[src/rtl/serial_add_pkg.sv]
// Shared definitions for the bit-serial adder sequencer: FSM state encoding and
// the default operand width.
package serial_add_pkg;

    localparam int unsigned DEFAULT_WIDTH = 8;

    typedef enum logic [1:0] {
        ST_IDLE = 2'd0,
        ST_RUN  = 2'd1,
        ST_DONE = 2'd2
    } state_e;

endpackage

[src/rtl/fa_cell.sv]
// One-bit full adder built from two half-adder stages; the single shared
// arithmetic cell of the serial adder.
module fa_cell (
    input  logic x,
    input  logic y,
    input  logic ci,
    output logic s,
    output logic c
);

    logic h_sum;
    logic g_xy;
    logic g_ci;

    assign h_sum = x ^ y;
    assign g_xy  = x & y;
    assign s     = h_sum ^ ci;
    assign g_ci  = h_sum & ci;
    assign c     = g_xy | g_ci;

endmodule

[src/rtl/serial_add_ctrl.sv]
// Bit-serial adder sequencer: adds a + b + cin one bit per clock, LSB first,
// through a single fa_cell, with a start/busy/done handshake and held results.
module serial_add_ctrl
    import serial_add_pkg::*;
#(
    parameter int unsigned WIDTH = DEFAULT_WIDTH,
    localparam int unsigned CNT_W = $clog2(WIDTH)
) (
    input  logic             clk,
    input  logic             rst,
    input  logic             start,
    input  logic [WIDTH-1:0] a,
    input  logic [WIDTH-1:0] b,
    input  logic             cin,
    output logic             busy,
    output logic             done,
    output logic [WIDTH-1:0] sum,
    output logic             cout
);

    state_e             state_q, state_d;
    logic [WIDTH-1:0]   sh_a_q, sh_a_d;
    logic [WIDTH-1:0]   sh_b_q, sh_b_d;
    // Only the upper WIDTH-1 partial-sum bits need storage; the newest bit
    // comes straight from the adder cell on the final edge.
    logic [WIDTH-2:0]   sh_s_q, sh_s_d;
    logic               carry_q, carry_d;
    logic [CNT_W-1:0]   cnt_q, cnt_d;
    logic [WIDTH-1:0]   sum_q, sum_d;
    logic               cout_q, cout_d;

    logic               fa_s;
    logic               fa_c;
    logic [WIDTH-1:0]   s_shift;

    fa_cell u_fa_cell (
        .x  (sh_a_q[0]),
        .y  (sh_b_q[0]),
        .ci (carry_q),
        .s  (fa_s),
        .c  (fa_c)
    );

    assign s_shift = {fa_s, sh_s_q};

    always_comb begin
        state_d = state_q;
        sh_a_d  = sh_a_q;
        sh_b_d  = sh_b_q;
        sh_s_d  = sh_s_q;
        carry_d = carry_q;
        cnt_d   = cnt_q;
        sum_d   = sum_q;
        cout_d  = cout_q;

        unique case (state_q)
            ST_IDLE: begin
                if (start) begin
                    sh_a_d  = a;
                    sh_b_d  = b;
                    carry_d = cin;
                    cnt_d   = '0;
                    state_d = ST_RUN;
                end
            end
            ST_RUN: begin
                sh_s_d  = s_shift[WIDTH-1:1];
                sh_a_d  = {1'b0, sh_a_q[WIDTH-1:1]};
                sh_b_d  = {1'b0, sh_b_q[WIDTH-1:1]};
                carry_d = fa_c;
                cnt_d   = cnt_q + CNT_W'(1);
                if (cnt_q == CNT_W'(WIDTH - 1)) begin
                    sum_d   = s_shift;
                    cout_d  = fa_c;
                    state_d = ST_DONE;
                end
            end
            ST_DONE: begin
                state_d = ST_IDLE;
            end
            default: begin
                state_d = ST_IDLE;
            end
        endcase
    end

    always_ff @(posedge clk) begin
        if (rst) begin
            state_q <= ST_IDLE;
            sh_a_q  <= '0;
            sh_b_q  <= '0;
            sh_s_q  <= '0;
            carry_q <= 1'b0;
            cnt_q   <= '0;
            sum_q   <= '0;
            cout_q  <= 1'b0;
        end else begin
            state_q <= state_d;
            sh_a_q  <= sh_a_d;
            sh_b_q  <= sh_b_d;
            sh_s_q  <= sh_s_d;
            carry_q <= carry_d;
            cnt_q   <= cnt_d;
            sum_q   <= sum_d;
            cout_q  <= cout_d;
        end
    end

    assign busy = (state_q == ST_RUN);
    assign done = (state_q == ST_DONE);
    assign sum  = sum_q;
    assign cout = cout_q;

endmodule

[config.mk]
export PLATFORM = sky130hd
export DESIGN_NAME = serial_add_ctrl
export DESIGN_NICKNAME = d
export VERILOG_FILES = /design/src/rtl/serial_add_pkg.sv /design/src/rtl/fa_cell.sv /design/src/rtl/serial_add_ctrl.sv
export SDC_FILE = /design/constraint.sdc
export NUM_CORES = 1
export LEC_CHECK = 0
export CAP_MARGIN = 40
export CORE_UTILIZATION = 53
export CTS_CLUSTER_DIAMETER = 120
export DETAILED_ROUTE_END_ITERATION = 8
export PLACE_DENSITY = 0.87
export REMOVE_ABC_BUFFERS = 1
export SETUP_SLACK_MARGIN = 0.15
export SLEW_MARGIN = 15
export SYNTH_ARGS = -nofsm -noshare
export SYNTH_HDL_FRONTEND = slang
export SYNTH_HIERARCHICAL = 1
export SYNTH_SLANG_ARGS = --single-unit
[constraint.sdc]
create_clock -name clk -period 2.4 [get_ports clk]
set_clock_uncertainty 0.2 [all_clocks]
set_input_delay 0.48 -clock clk [delete_from_list [all_inputs] [get_ports clk]]
set_output_delay 0.48 -clock clk [all_outputs]
set_load 0.02 [all_outputs]
# Yosys cells after proc, flatten, opt, wreduce, memory -nomap -nowiden
# Index checks and enable logic that the tools add are counted.
# word_totals
regBits	38
inputBits	20
output_inout_bits	11
wordCells	35
# op_classes
addsub	1
n_eq_ne	5
mux	11
bitwise	5
reduce_logical	5
# op_table
cell	n
8-bit case mux with 2 select lines	2
8-bit 2-to-1 mux	2
3-bit case mux with 2 select lines	1
2-bit AND reduction	3
2-bit 2-to-1 mux	2
2-bit case mux with 2 select lines	1
3-bit by 1-bit adder with 3-bit output (second input constant)	1
3-bit equality test (second input constant)	1
3-bit 2-to-1 mux	1
1-bit bitwise AND	2
2-bit by 1-bit equality test with 1-bit output (second input constant)	1
2-bit equality test (second input constant)	1
2-bit zero test	1
2-bit by 1-bit != test with 1-bit output (second input constant)	1
2-bit != test (second input constant)	1
1-bit case mux with 2 select lines	1
2-bit nonzero test	1
1-bit bitwise XOR	2
1-bit 2-to-1 mux	1
1-bit OR	1

# Logic depth before layout (Yosys ltp)
# depth
ltp_word	4
mapped_depth	7
mapped_depth_nobuf	5

# By module
# Netlist, hierarchy kept.
# by_module_without_submodules
mod	n_inst	cells_per_inst	area_per_inst_um2	seq_area_each_um2
serial_add_ctrl	1	168	1547.7	760.7
fa_cell	1	1	20.0	0.0

# Least setup slack after synthesis
# OpenSTA, ideal clock, no wires.
# synth_timing
kind	register -> output
from	register state_q[0]
to	output port done
arrival_time_ns	0.906
t_required_ns	1.720
setup_slack_ns	0.814
path_stages_with_launch	4
n_path_buf	2
cell_sequence	dfxtp_1 buf_2 buf_4 nor2b_1
# synth_via
elab_chain_len	1
# synth_rtl
element	line_no	source
start: declaration	serial_add_ctrl.sv:21	state_e state_q, state_d;
start signal: assignment	serial_add_ctrl.sv:98	state_q <= state_d;
2-bit equality test	serial_add_ctrl.sv:110	assign done = (state_q == ST_DONE);
end: declaration	serial_add_ctrl.sv:16	output logic done,
# No other way between the ends.

# Worst setup path in the final report
# layout_timing
from	register state_q[1]
to	output port busy
# layout_via
elab_chain_len	1
# layout_rtl
element	line_no	source
2-bit by 1-bit equality test with 1-bit output	serial_add_ctrl.sv:109	assign busy = (state_q == ST_RUN);
end: declaration	serial_add_ctrl.sv:15	output logic busy,
# No other way between the ends.

==> impl_metrics.tcl <==
set metrics [dict create \
    r2r_end "sh_a_q[6]" \
    tns_ps 0 \
    slew_violations 0 \
    hpwl_microns 1950 \
    relSlewSlack 0.745 \
    tritoncts "done" \
    max_freq_ghz 0.482 \
    comb_power_share 0.123 \
    finalCriticalPeriod_ps 2070 \
    ant_nets 0 \
    power_frac_seq 0.580 \
    io_pins 31 \
    grt_pass1_wl_microns 4740 \
    vias_per_cell 5.36 \
    initial_core_util 0.564 \
    intPower_w 0.000875 \
    critPathKind "register to output port" \
    ys.flop_type "dfxtp_1" \
    clock_latency_ps 340 \
    cts.clk_slew.worst_paths_ps 110 \
    post_cts.repair.setup_buffers 0 \
    clockBufferDepth 2 \
    rsz0062_at_grt "no" \
    nNetsFinal 219 \
    avgSynthCellArea_sq_um 9.28 \
    route.detailed.drc 0 \
    gr-usage-all-layers 0.197 \
    endpoint_kind "output port" \
    final-hold-violation-count 0 \
    synth_most_common_cell "dfxtp_1" \
    ff2ff_setup_slack_ps 640 \
    cts_sinks 38 \
    postCtsHoldBufs 0 \
    grt_pass1_vias 1121 \
    leakage_nw 0.722 \
    cts_inserted_buffers 5 \
    root_buffer "clkbuf_4" \
    r2r_start "state_q[0]" \
    die_area_sq_um 3180 \
    worst_ep_arrival_time_ps 1390 \
    ys_seq_area_frac 0.485 \
    status "finished, final reports clean" \
    place.gp.congestion 0.730 \
    coreArea_sq_um 2780 \
    grt_max_degree 39 \
    async_reset_ff_frac 0 \
    ys_warn_count 6 \
    drive_above_1_share 0.0863 \
    wl_met3_microns 102 \
    whs_endpoint "sum[4]" \
    synth_edf_count 0 \
    rows 19 \
    holdPathStages 2 \
    setup_ws_ps 327 \
    grt_overflow 0 \
    dieHeight_microns 56.4 \
    tightest_slew_ps 382 \
    pre_cts_ws_ps 360 \
    setup_viol 0 \
    n_fill_cell 225 \
    netlist_area_sq_um 1570 \
    worstHoldPathType "register to register" \
    vias 1223 \
    wl_met1_microns 1270 \
    place_area_sq_um 1850 \
    syn_to_final_growth_pct 21.6 \
    yosys.area.top_type "dfxtp_1" \
    drtIter0Drc 47 \
    required_ps 1720 \
    stdcell_area_sq_um 1910 \
    cts-resized-gates 2 \
    clockPowerShare 0.297 \
    synthTopCellsByArea "dfxtp_1 (49%), mux2i_1 (10%), nand2_1 (7.7%), a211oi_1 (7.2%), a21oi_1 (5.1%)" \
    power.share.switching 0.251 \
    postSynthCellCount 169 \
    wl_met2_microns 1340 \
    whs_ps 261 \
    numPortBuffers 30 \
    power.total_w 0.00117 \
    ys_seq_elements 38 \
    yosys.cell_types.count 25 \
    cp-start-kind "register" \
    dieWidth_microns 56.4 \
    min_from "sum[4]" \
    peakVddDrop_v 0.000518 \
    cts_max_level 2 \
    path_max_fanout 11 \
    p_per_area_nw_per_um2 613 \
    top_layer "met4" \
    wl_per_cell_microns 12.2 \
    antenna_cells 0 \
    worstRegToRegCells 4 \
    yosysTopAreaCellShare 0.485 \
    synthTopCellsByCount "dfxtp_1 (38), nand2_1 (32), nor2_1 (21), a21oi_1 (16), mux2i_1 (16)" \
    antenna_found_initial 0 \
    switchingPower_w 0.000293 \
    first_pass_iters 4 \
    drv_cap 0 \
    period_share 0.864 \
    wirelength_microns 2780 \
]
==> routing by layer <==
layer | vias to the layer above | GRT usage
met2 | 28 | 0.318
met3 | 8 | 0.0507
met5 | - | 0
met4 | 0 | 0.125
li1 | 638 | -
met1 | 549 | 0.232
==> power groups by stage <==
stage	combinational [W]	sequential (W)	clock [W]
final	0.000143	0.000678	0.000347
after global routing	0.000157	0.000683	0.000395
after CTS	0.000144	0.000678	0.000358
after detailed placement	0.000144	0.000693	0
after global placement	0.000140	0.000691	0
after floorplan	0.0000749	0.000697	0
==> worst max-delay path: stages (launching register included) <==
cell           delay (ps)
dfxtp_1               380
nand2b_1              210
inv_4                 120
dlygate4sd2_1         350
==> area by class of cell <==
cell class | count | area, sq um | share of cell area
clock buffer | 6 | 51.3 | 0.0269
sequential | 38 | 761 | 0.399
multi-input combinational | 116 | 713 | 0.374
tap | 31 | 38.8 | 0.0203
timing repair buffer | 33 | 320 | 0.168
clock inverter | 2 | 12.5 | 0.00656
inverter | 2 | 10.0 | 0.00525
==> registers in the layout, indices dropped and copies added (netlist names) <==
name,count
sum,8
carry_q,1
sh_s_q,7
sh_b_q,8
sh_a_q,8
cout,1
cnt_q,3
state_q,2
==> worst max-delay path by stage <==
stage                from         to  slack, ps
6_report       state_q[1]       busy        330
5_1_grt        state_q[1]       busy        220
4_1_cts        state_q[1]       busy        310
3_5_place_dp        start  sh_a_q[6]        360
3_3_place_gp        start  sh_a_q[0]        440
2_1_floorplan  state_q[0]       busy        230
==> placed cells by master, fill, tap and decap left out <==
| cell | synthesis | final |
|---|---|---|
| inv_4 | 1 | 1 |
| fa_1 | 1 | 1 |
| o21bai_2 | 1 | 1 |
| a21oi_1 | 16 | 16 |
| nor3b_1 | 1 | 1 |
| nor3_1 | 1 | 1 |
| a22oi_1 | 4 | 4 |
| and3b_2 | 1 | 1 |
| a211oi_2 | 1 | 1 |
| clkinv_2 | 0 | 1 |
| inv_1 | 1 | 1 |
| nand2b_1 | 1 | 1 |
| clkinvlp_4 | 0 | 1 |
| clkbuf_8 | 0 | 1 |
| a211oi_1 | 15 | 15 |
| clkbuf_4 | 0 | 5 |
| clkdlybuf4s50_1 | 0 | 28 |
| dfxtp_1 | 38 | 38 |
| nand2_1 | 32 | 32 |
| ha_1 | 2 | 2 |
| nor2b_1 | 1 | 1 |
| dlygate4sd2_1 | 0 | 2 |
| nand3b_2 | 1 | 1 |
| nor2_1 | 21 | 21 |
| o21ba_4 | 1 | 1 |
| buf_4 | 4 | 3 |
| mux2i_1 | 16 | 16 |
==> kinds of logic (layout without fill, tap and decap cells) <==
group	Yosys count	count (layout)	synth area share
flip-flops	38	38	0.485
AO/OA/AOI/OAI	38	38	0.168
multiplexers	16	16	0.102
AND/OR/NAND/NOR	59	59	0.156
adder cells (fa/ha/maj)	3	3	0.0287
buffers and inverters	15	43	0.0599
==> per-stage QoR <==
step | instances | utilization
floorplan | 156 | -
global placement | 220 | 0.664
detailed placement | 220 | 0.664
CTS | 228 | 0.686
global route | 228 | 0.686
finish | 228 | 0.686
No activity file was read; power rests on OpenSTA's default activity.
